<file path="src/rtl/io_arb_pkg.sv">
// io_arb_pkg: shared types and constants for the two-master I/O bus arbiter.
//   NUM_M        number of masters sharing the bus
//   arb_state_t  arbiter FSM state
//   mid_t        master identifier (0 = RISC-V core, 1 = loader/DMA)
package io_arb_pkg;

  localparam int NUM_M = 2;

  typedef enum logic [0:0] {
    ST_IDLE = 1'b0,
    ST_BUS  = 1'b1
  } arb_state_t;

  typedef logic [0:0] mid_t;

endpackage

</file>
<file path="src/rtl/io_bus_arbiter_if.sv">
// io_bus_arbiter_if: one strobe-style I/O bus port.
//   address, read_strobe, write_strobe, write_data  driven by the requester
//   read_data, ready                                 returned by the responder
// Modports: master = requester side, slave = responder side.
interface io_bus_arbiter_if #(
  parameter int ADDR_W = 32,
  parameter int DATA_W = 32
);
  logic [ADDR_W-1:0] address;
  logic              read_strobe;
  logic              write_strobe;
  logic [DATA_W-1:0] write_data;
  logic [DATA_W-1:0] read_data;
  logic              ready;

  modport master (
    output address, read_strobe, write_strobe, write_data,
    input  read_data, ready
  );

  modport slave (
    input  address, read_strobe, write_strobe, write_data,
    output read_data, ready
  );
endinterface

</file>
<file path="src/rtl/io_arb_req_slot.sv">
// io_arb_req_slot: single-entry request latch for one master, with sticky
// overrun detection.
//   clk, reset   clock, synchronous active-high reset
//   addr_i       request address
//   rd_stb_i     one-cycle read strobe
//   wr_stb_i     one-cycle write strobe (wins over a simultaneous read)
//   wdata_i      write data, sampled with the strobe
//   clr_i        retire the held request (end of its bus cycle)
//   pending_o    a request is held
//   is_wr_o      held request is a write
//   addr_o       held address
//   wdata_o      held write data
//   ovr_o        sticky: a strobe arrived while a request was held
module io_arb_req_slot #(
  parameter int ADDR_W = 32,
  parameter int DATA_W = 32
) (
  input  logic              clk,
  input  logic              reset,
  input  logic [ADDR_W-1:0] addr_i,
  input  logic              rd_stb_i,
  input  logic              wr_stb_i,
  input  logic [DATA_W-1:0] wdata_i,
  input  logic              clr_i,
  output logic              pending_o,
  output logic              is_wr_o,
  output logic [ADDR_W-1:0] addr_o,
  output logic [DATA_W-1:0] wdata_o,
  output logic              ovr_o
);

  logic              pending_q, pending_d;
  logic              is_wr_q, is_wr_d;
  logic [ADDR_W-1:0] addr_q, addr_d;
  logic [DATA_W-1:0] wdata_q, wdata_d;
  logic              ovr_q, ovr_d;
  logic              stb_s;

  // Next-state: clear on retire, load when free, flag overrun when busy.
  // A strobe on the retire edge still sees the slot busy and is an overrun.
  always_comb begin
    is_wr_d = is_wr_q;
    addr_d  = addr_q;
    wdata_d = wdata_q;
    ovr_d   = ovr_q;
    stb_s   = rd_stb_i | wr_stb_i;
    if (clr_i) begin
      pending_d = 1'b0;
    end else begin
      pending_d = pending_q;
    end
    if (stb_s && !pending_q) begin
      pending_d = 1'b1;
      is_wr_d   = wr_stb_i;
      addr_d    = addr_i;
      if (wr_stb_i) begin
        wdata_d = wdata_i;
      end else begin
        wdata_d = wdata_q;
      end
    end else if (stb_s) begin
      ovr_d = 1'b1;
    end else begin
      ovr_d = ovr_q;
    end
  end

  // Slot registers.
  always_ff @(posedge clk) begin
    if (reset) begin
      pending_q <= 1'b0;
      is_wr_q   <= 1'b0;
      addr_q    <= {ADDR_W{1'b0}};
      wdata_q   <= {DATA_W{1'b0}};
      ovr_q     <= 1'b0;
    end else begin
      pending_q <= pending_d;
      is_wr_q   <= is_wr_d;
      addr_q    <= addr_d;
      wdata_q   <= wdata_d;
      ovr_q     <= ovr_d;
    end
  end

  assign pending_o = pending_q;
  assign is_wr_o   = is_wr_q;
  assign addr_o    = addr_q;
  assign wdata_o   = wdata_q;
  assign ovr_o     = ovr_q;

endmodule

</file>
<file path="src/rtl/io_bus_arbiter.sv">
// io_bus_arbiter: shares one strobe-style I/O bus between the RISC-V core
// (m0) and the loader/DMA engine (m1). One transaction at a time, registered
// bus strobes for exactly one cycle, read data captured per master, one-cycle
// ready pulse back to the owner.
//   clk, reset  clock, synchronous active-high reset
//   m0, m1      master ports (slave modport: requests in, read_data/ready out)
//   io          bridge port (master modport: requests out, read_data in)
//   ovr         sticky overrun flag per master, bit n = master n
// Build option IO_ARB_FIXED_PRIO_EN: m0 always wins a tie instead of
// round-robin.
module io_bus_arbiter
  import io_arb_pkg::*;
#(
  parameter int ADDR_W = 32,
  parameter int DATA_W = 32
) (
  input  logic             clk,
  input  logic             reset,
  io_bus_arbiter_if.slave  m0,
  io_bus_arbiter_if.slave  m1,
  io_bus_arbiter_if.master io,
  output logic [NUM_M-1:0] ovr
);

  logic [NUM_M-1:0]  pend_s, is_wr_s, clr_s, ovr_s;
  logic [ADDR_W-1:0] slot_addr_s  [NUM_M];
  logic [DATA_W-1:0] slot_wdata_s [NUM_M];
  mid_t              winner_s;

  arb_state_t        state_q, state_d;
  mid_t              grant_q, grant_d;
  mid_t              last_grant_q, last_grant_d;
  logic [ADDR_W-1:0] io_addr_q, io_addr_d;
  logic [DATA_W-1:0] io_wdata_q, io_wdata_d;
  logic              io_rd_q, io_rd_d;
  logic              io_wr_q, io_wr_d;
  logic [DATA_W-1:0] rdata_q [NUM_M];
  logic [DATA_W-1:0] rdata_d [NUM_M];
  logic [NUM_M-1:0]  ready_q, ready_d;

  io_arb_req_slot #(.ADDR_W(ADDR_W), .DATA_W(DATA_W)) u_slot0 (
    .clk(clk), .reset(reset),
    .addr_i(m0.address), .rd_stb_i(m0.read_strobe), .wr_stb_i(m0.write_strobe),
    .wdata_i(m0.write_data), .clr_i(clr_s[0]),
    .pending_o(pend_s[0]), .is_wr_o(is_wr_s[0]), .addr_o(slot_addr_s[0]),
    .wdata_o(slot_wdata_s[0]), .ovr_o(ovr_s[0])
  );

  io_arb_req_slot #(.ADDR_W(ADDR_W), .DATA_W(DATA_W)) u_slot1 (
    .clk(clk), .reset(reset),
    .addr_i(m1.address), .rd_stb_i(m1.read_strobe), .wr_stb_i(m1.write_strobe),
    .wdata_i(m1.write_data), .clr_i(clr_s[1]),
    .pending_o(pend_s[1]), .is_wr_o(is_wr_s[1]), .addr_o(slot_addr_s[1]),
    .wdata_o(slot_wdata_s[1]), .ovr_o(ovr_s[1])
  );

  // Winner select: a lone pending master wins; a tie goes to the master that
  // was not served last (or always to m0 in fixed-priority builds).
  always_comb begin
    winner_s = 1'b0;
    if (pend_s == 2'b11) begin
`ifdef IO_ARB_FIXED_PRIO_EN
      winner_s = 1'b0;
`else
      winner_s = ~last_grant_q;
`endif
    end else if (pend_s[1]) begin
      winner_s = 1'b1;
    end else begin
      winner_s = 1'b0;
    end
  end

  // FSM next-state and datapath: IDLE loads the bus registers from the
  // winner's slot; BUS retires the slot, captures read data and raises ready.
  always_comb begin
    state_d      = state_q;
    grant_d      = grant_q;
    last_grant_d = last_grant_q;
    io_addr_d    = io_addr_q;
    io_wdata_d   = io_wdata_q;
    io_rd_d      = 1'b0;
    io_wr_d      = 1'b0;
    rdata_d      = rdata_q;
    ready_d      = 2'b00;
    clr_s        = 2'b00;
    case (state_q)
      ST_IDLE: begin
        if (|pend_s) begin
          grant_d   = winner_s;
          io_addr_d = slot_addr_s[winner_s];
          if (is_wr_s[winner_s]) begin
            io_wr_d    = 1'b1;
            io_wdata_d = slot_wdata_s[winner_s];
          end else begin
            io_rd_d = 1'b1;
          end
          state_d = ST_BUS;
        end else begin
          state_d = ST_IDLE;
        end
      end
      ST_BUS: begin
        // The bridge returns read data combinationally during the strobe.
        if (io_rd_q) begin
          rdata_d[grant_q] = io.read_data;
        end else begin
          rdata_d[grant_q] = rdata_q[grant_q];
        end
        clr_s[grant_q]   = 1'b1;
        ready_d[grant_q] = 1'b1;
        last_grant_d     = grant_q;
        state_d          = ST_IDLE;
      end
      default: begin
        state_d = ST_IDLE;
      end
    endcase
  end

  // Arbiter state and registered outputs; last_grant resets to m1 so m0
  // takes the first tie.
  always_ff @(posedge clk) begin
    if (reset) begin
      state_q      <= ST_IDLE;
      grant_q      <= 1'b0;
      last_grant_q <= 1'b1;
      io_addr_q    <= {ADDR_W{1'b0}};
      io_wdata_q   <= {DATA_W{1'b0}};
      io_rd_q      <= 1'b0;
      io_wr_q      <= 1'b0;
      rdata_q[0]   <= {DATA_W{1'b0}};
      rdata_q[1]   <= {DATA_W{1'b0}};
      ready_q      <= 2'b00;
    end else begin
      state_q      <= state_d;
      grant_q      <= grant_d;
      last_grant_q <= last_grant_d;
      io_addr_q    <= io_addr_d;
      io_wdata_q   <= io_wdata_d;
      io_rd_q      <= io_rd_d;
      io_wr_q      <= io_wr_d;
      rdata_q      <= rdata_d;
      ready_q      <= ready_d;
    end
  end

  assign io.address      = io_addr_q;
  assign io.write_data   = io_wdata_q;
  assign io.read_strobe  = io_rd_q;
  assign io.write_strobe = io_wr_q;
  assign m0.read_data    = rdata_q[0];
  assign m1.read_data    = rdata_q[1];
  assign m0.ready        = ready_q[0];
  assign m1.ready        = ready_q[1];
  assign ovr             = ovr_s;

endmodule
</file>
<file path="src/flat_wrapper.sv">
// flat-port wrapper written by rule: the top's interface ports become plain ports
module io_bus_arbiter_flat import io_arb_pkg::*;
#(
  parameter int ADDR_W = 32,
  parameter int DATA_W = 32
)
  (clk, reset, ovr, m0_address, m0_read_strobe, m0_write_strobe, m0_write_data, m0_read_data, m0_ready, m1_address, m1_read_strobe, m1_write_strobe, m1_write_data, m1_read_data, m1_ready, io_address, io_read_strobe, io_write_strobe, io_write_data, io_read_data, io_ready);
  io_bus_arbiter_if #(.ADDR_W(ADDR_W), .DATA_W(DATA_W)) m0_i ();
  io_bus_arbiter_if #(.ADDR_W(ADDR_W), .DATA_W(DATA_W)) m1_i ();
  io_bus_arbiter_if #(.ADDR_W(ADDR_W), .DATA_W(DATA_W)) io_i ();
  input  logic clk;
  input  logic reset;
  output logic [NUM_M-1:0] ovr;
  input wire logic [$bits(m0_i.address)-1:0] m0_address;
  input wire logic [$bits(m0_i.read_strobe)-1:0] m0_read_strobe;
  input wire logic [$bits(m0_i.write_strobe)-1:0] m0_write_strobe;
  input wire logic [$bits(m0_i.write_data)-1:0] m0_write_data;
  output wire logic [$bits(m0_i.read_data)-1:0] m0_read_data;
  output wire logic [$bits(m0_i.ready)-1:0] m0_ready;
  input wire logic [$bits(m1_i.address)-1:0] m1_address;
  input wire logic [$bits(m1_i.read_strobe)-1:0] m1_read_strobe;
  input wire logic [$bits(m1_i.write_strobe)-1:0] m1_write_strobe;
  input wire logic [$bits(m1_i.write_data)-1:0] m1_write_data;
  output wire logic [$bits(m1_i.read_data)-1:0] m1_read_data;
  output wire logic [$bits(m1_i.ready)-1:0] m1_ready;
  output wire logic [$bits(io_i.address)-1:0] io_address;
  output wire logic [$bits(io_i.read_strobe)-1:0] io_read_strobe;
  output wire logic [$bits(io_i.write_strobe)-1:0] io_write_strobe;
  output wire logic [$bits(io_i.write_data)-1:0] io_write_data;
  input wire logic [$bits(io_i.read_data)-1:0] io_read_data;
  input wire logic [$bits(io_i.ready)-1:0] io_ready;
  assign m0_i.address = m0_address;
  assign m0_i.read_strobe = m0_read_strobe;
  assign m0_i.write_strobe = m0_write_strobe;
  assign m0_i.write_data = m0_write_data;
  assign m0_read_data = m0_i.read_data;
  assign m0_ready = m0_i.ready;
  assign m1_i.address = m1_address;
  assign m1_i.read_strobe = m1_read_strobe;
  assign m1_i.write_strobe = m1_write_strobe;
  assign m1_i.write_data = m1_write_data;
  assign m1_read_data = m1_i.read_data;
  assign m1_ready = m1_i.ready;
  assign io_address = io_i.address;
  assign io_read_strobe = io_i.read_strobe;
  assign io_write_strobe = io_i.write_strobe;
  assign io_write_data = io_i.write_data;
  assign io_i.read_data = io_read_data;
  assign io_i.ready = io_ready;
  io_bus_arbiter #(.ADDR_W(ADDR_W), .DATA_W(DATA_W)) u_core (.clk(clk), .reset(reset), .m0(m0_i), .m1(m1_i), .io(io_i), .ovr(ovr));
endmodule
</file>
<file path="config.mk">
export PLATFORM = sky130hd
export DESIGN_NAME = io_bus_arbiter_flat
export DESIGN_NICKNAME = d
export VERILOG_FILES = /design/src/rtl/io_arb_pkg.sv /design/src/rtl/io_bus_arbiter_if.sv /design/src/rtl/io_arb_req_slot.sv /design/src/rtl/io_bus_arbiter.sv /design/src/flat_wrapper.sv
export SDC_FILE = /design/constraint.sdc
export NUM_CORES = 1
export LEC_CHECK = 0
export ABC_AREA = 1
export CORE_ASPECT_RATIO = 1.25
export CORE_MARGIN = 8
export CORE_UTILIZATION = 47
export CTS_CLUSTER_DIAMETER = 40
export DETAILED_ROUTE_END_ITERATION = 12
export GPL_ROUTABILITY_DRIVEN = 0
export PLACE_DENSITY = 0.79
export SYNTH_ARGS = -nofsm -noshare
export SYNTH_HDL_FRONTEND = slang
export SYNTH_SLANG_ARGS = --single-unit
</file>
<file path="constraint.sdc">
create_clock -name clk -period 1.7 [get_ports clk]
set_input_delay 0.51 -clock clk [delete_from_list [all_inputs] [get_ports clk]]
set_output_delay 0.51 -clock clk [all_outputs]
set_load 0.05 [all_outputs]
</file>
* After elaboration in Yosys (flattened, before gate mapping)
Cells that the tools add are included.
** Operators by class
- Magnitude comparators :: 6
- Eq/ne operators :: 1
- Mux-type cells :: 29
- Bitwise gates (word level) :: 9
- Reductions and logical operators :: 16
** Operators by type and width (count)
- $mux W32 :: 10
- $bwmux W64 :: 2
- $mux W64 :: 1
- $demux W32 S1 :: 1
- $mux W1 :: 12
- $reduce_and A2 Y1 :: 5
- $not A1 Y1 :: 5
- $ge A2 B2 Y1 const B :: 2
- $logic_and A1 B1 Y1 :: 4
- $lt A1 B2 Y1 const B :: 2
- $not A1 Y2 :: 2
- $reduce_bool A2 Y1 :: 2
- $reduce_and A3 Y1 :: 1
- $reduce_or A3 Y1 :: 1
- $eq A2 B2 Y1 const B :: 1
- $logic_not A1 Y1 :: 2
- $lt A2 B1 Y1 const B :: 1
- $mux W2 :: 1
- $or A1 B1 Y1 :: 2
- $pmux W1 S2 :: 1
- $reduce_or A2 Y1 :: 1
- $demux W1 S1 :: 1
- $ge A1 B1 Y1 const B :: 1
** Word-level totals
- Register bits after elaboration :: 269
- Input bits :: 167
- Output and inout port bits :: 134
- Word-level logic and storage cells :: 81

* Logic depth before layout (Yosys ltp)
- Word-level depth :: 7
- Mapped depth :: 9
- Mapped depth without buffers :: 7

* Hierarchy
Synthesis repeated with hierarchy kept, for this count alone.
** Second synthesis, totals
- Cells, all modules :: 1577
- Area, all modules :: 10984.3 µm²
** By module, submodules not included
- io_bus_arbiter :: instances 1, cells each 857, area an instance 5759.3 µm², sequential area each 2702.6 µm²
- io_arb_req_slot :: instances 2, cells each 360, area an instance 2612.5 µm², sequential area each 1341.3 µm²

* Least setup slack after synthesis
OpenSTA, ideal clock, no wires.
- Path kind :: register to register
- Start point :: reg u_core.io_rd_q (netlist: u_core.io.read_strobe)
- End point :: reg u_core.rdata_q (netlist bit u_core.m1.read_data[23])
- Setup time :: 0.128 ns
- Arrival :: 1.330 ns
- Required time :: 1.572 ns
- Setup slack :: 0.241 ns
- Stages on the path, launching flop included :: 5
- Path buffers :: 1
- Period minus slack after synthesis :: 1.459 ns
- Cell sequence :: dfxtp_1 > nand3_1 > clkbuf_1 > o21ai_0 > a21oi_1
** Between the ends
- Cells in the longest elaborated chain, start to end :: 1
** RTL lines
- from (decl) :: RTL line io_bus_arbiter.sv:35 : logic io_rd_q, io_rd_d;
- from (signal assigned) :: RTL line io_bus_arbiter.sv:141 : io_rd_q <= io_rd_d;
- $mux W64 :: RTL line io_bus_arbiter.sv:105 : if (io_rd_q) begin
- to (signal assigned) :: RTL line io_bus_arbiter.sv:143 : rdata_q <= rdata_d;
- to (decl) :: RTL line io_bus_arbiter.sv:37 : logic [DATA_W-1:0] rdata_q [NUM_M];
No other way between the ends.
A chain may end at the register's enable or synchronous reset.

* Final worst setup path
- Start point :: reg u_core.io_rd_q (netlist: u_core.io.read_strobe)
- End point :: out io_read_strobe
** RTL lines
- to (decl) :: RTL line flat_wrapper.sv:27 : output wire logic [$bits(io_i.read_strobe)-1:0] io_read_strobe;
No word-level cell between the ends.

==> impl_results.md <==
- Htree depth: 2
- # nets final: 1911
- HP Class: register to register
- Drt wl/cell: 16.3 um
- Core Footprint: 21500 sq um
- Cell Area, Placed: 15200 sq um
- Hold Startpoint: u_core.u_slot1.wdata_o[8]$_SDFFE_PP0P_
- Antenna Nets Post-Route: 0
- CP endpoint kind: output pin
- Final core utilization: 76.2%
- Via density: 5.01
- Status: complete, no violations
- Post-CTS setup buffers: 0
- RSZ-0062 raised after global routing: no
- Commonest non-fill, non-tap cells in the layout: nand2_1, nor2_1, dfxtp_1
- Num CTS Buffers: 35
- Root Buffer: clkbuf_16
- Endpoints failing hold: 0
- Worst EP required: 1190 ps
- Top-area cell type share of the netlist area: 52.1%
- I/O pins: 301
- Yosys warning total: 0
- Tcrit/Tclk final: 93.9%
- Hold Path Depth: 2
- Post-CTS Resized: 0
- Final Setup Violations: 0
- Drt first pass iters: 5
- Worst R2R Start: u_core.u_slot0.pending_o$_SDFFE_PP0P_
- Max cap viols: 0
- Buf+Inv Stages, Crit Path: 1
- Met2 Use GR: 42.5%
- Total Neg Setup Slack: 0 ps
- CP delay by family, top: flip-flops
- Worst-Margin Slew: 460 ps
- Average size of a mapped cell: 7.09 sq um
- Post-Place Cells: 1986
- Worst Reg-to-Reg Cells: 8
- Fmax: 0.627 GHz
- Post-Place Worst Slack: -164 ps
- # DRC: 0
- Worst reg2reg setup slack: 180 ps
- GR Util All Layers: 24.5%
- Setup ws final: 104 ps
- Final Slew Violations: 0
- Initial antenna violation count: 6
- DIE HEIGHT: 182 um
- CP startpoint kind: register
- Area Overhead vs Synth: 58.7%
- Sequential area share after synthesis: 52.1%
- Row count: 60
- Ranking of synthesized cells by area: dfxtp_1, nand2_1, nor2_1, o21ai_0, inv_1
- Number of cells produced by synthesis: 1458
- Worst clock skew: 8.35 ps
- Total grt overflow: 0
- Clk_lat worst skew: 500 ps
- Hold Worst Slack: 447 ps
- Worst VDD drop: 0.999 mV
- Critical Path AT: 1090 ps
- Slowest cell on crit path: dfxtp_1
- Initial core utilization: 48.0%
- P per Cell Area: 1170 nW/um^2
- Crit path time final: 1600 ps
- WHS Endpoint: u_core.u_slot1.wdata_o[8]$_SDFFE_PP0P_
- Flops & latches, synth: 269
- Die area: 27000 sq um
- Met1 Track Usage GR: 26.9%
- Global-route wire length before repair: 53800 um
- R2R Path End: u_core.io.write_data[7]$_SDFFE_PP0P_
- Crit Path Class: register to output pin
- Count of cell types in the netlist: 15
- DR vias: 10300
- CTS max path bufs: 3
- Commonest non-fill, non-tap cell in the layout: nand2_1
- Syn nets: 1625
- Post-DP HPWL: 22800 um
- Synth area leader: dfxtp_1
- Worst-path cell chain: buf_12
- Pin count of the biggest net entering global routing: 66
- Total power: 19.2 mW
- CTS Sinks: 269
- Initial DRC count: 699
- Leak: 7.22 nW
- Vias in the first global route: 10300
- Die width: 149 um
- Port Buffers: 299
- Clock slew at reported path FFs: 60 ps
- Met3 usage: 6.99%
- Relative slew slack: 69.3%
- Layout cells sized above 1: 14.1%
- Final WL: 33500 um
- Final Instance Count excl. Fillers: 2053
- Mapped cell area: 10300 sq um
- Most used routing layer: met2
- Fin area: 16400 sq um
- Hold_buf cts: 0
- TritonCTS clock tree: yes
- Crit-path max FO: 3
- Max stage delay on crit path: 420 ps
## state kept, by name (all words and copies together) (netlist names), 2 cells and up
| register | flops |
|---|---|
| u_core.io.address | 32 |
| u_core.io.write_data | 32 |
| u_core.m0.read_data | 32 |
| u_core.m1.read_data | 32 |
| u_core.u_slot0.addr_o | 32 |
| u_core.u_slot0.wdata_o | 32 |
| u_core.u_slot1.addr_o | 32 |
| u_core.u_slot1.wdata_o | 32 |
| u_core.ready_q | 2 |
## per-layer routing
metal  vias up  wire, um
met5         -        13
met4         2      1420
met3        91      3310
met2       448     16500
met1      4668     12300
li1       5081         -
## report_power, final
group	internal (mW)	switching, mW
Sequential	6.88	0.443
Combinational	1.97	2.35
Clock	4.67	2.83
Total	13.5	5.63
## worst max path at each step
stage / startpoint / to / slack [ps] / cells past startpoint
2_1_floorplan: u_core.io.read_strobe$_SDFF_PP0_ / u_core.m1.read_data[23]$_SDFFE_PP0P_ / 240 / 4
3_3_place_gp: m0_write_strobe / u_core.u_slot0.is_wr_o$_SDFFE_PP0P_ / -130 / 8
3_5_place_dp: m0_write_strobe / u_core.u_slot0.addr_o[13]$_SDFFE_PP0P_ / -160 / 7
4_1_cts: u_core.io.read_strobe$_SDFF_PP0_ / io_read_strobe / 80 / 1
5_1_grt: u_core.u_slot1.pending_o$_SDFFE_PP0P_ / u_core.io.write_data[26]$_SDFFE_PP0P_ / 20 / 7
6_report: u_core.io.read_strobe$_SDFF_PP0_ / io_read_strobe / 100 / 1
## layout make-up
class	instances	area, sq um
sequential	269	5390
fill	1413	5130
timing repair buffer	343	4900
multi-input combinational	933	3940
clock buffer	42	995
inverter	162	613
tap	279	349
clock inverter	20	218
antenna	5	12.5
## synth_stat cells
master / instances
a21oi_1: 88
inv_2: 4
o21ai_0: 209
o22ai_1: 1
dfxtp_1: 269
nand2_1: 303
nor2_1: 296
inv_1: 158
clkbuf_1: 64
buf_4: 3
nand3_2: 1
nand3_1: 34
nor2_4: 1
buf_2: 24
buf_6: 3
## kinds of logic (layout without fill, tap and decap cells)
kind of cell           Yosys count  in the layout  share of synthesized area, %
AO/OA/AOI/OAI                  298            298                          14.4
AND/OR/NAND/NOR                635            635                          23.6
buffers and inverters          256            567                          9.91
other                            0              5                             0
flip-flops                     269            269                          52.1
No activity file was read; power rests on OpenSTA's default activity.
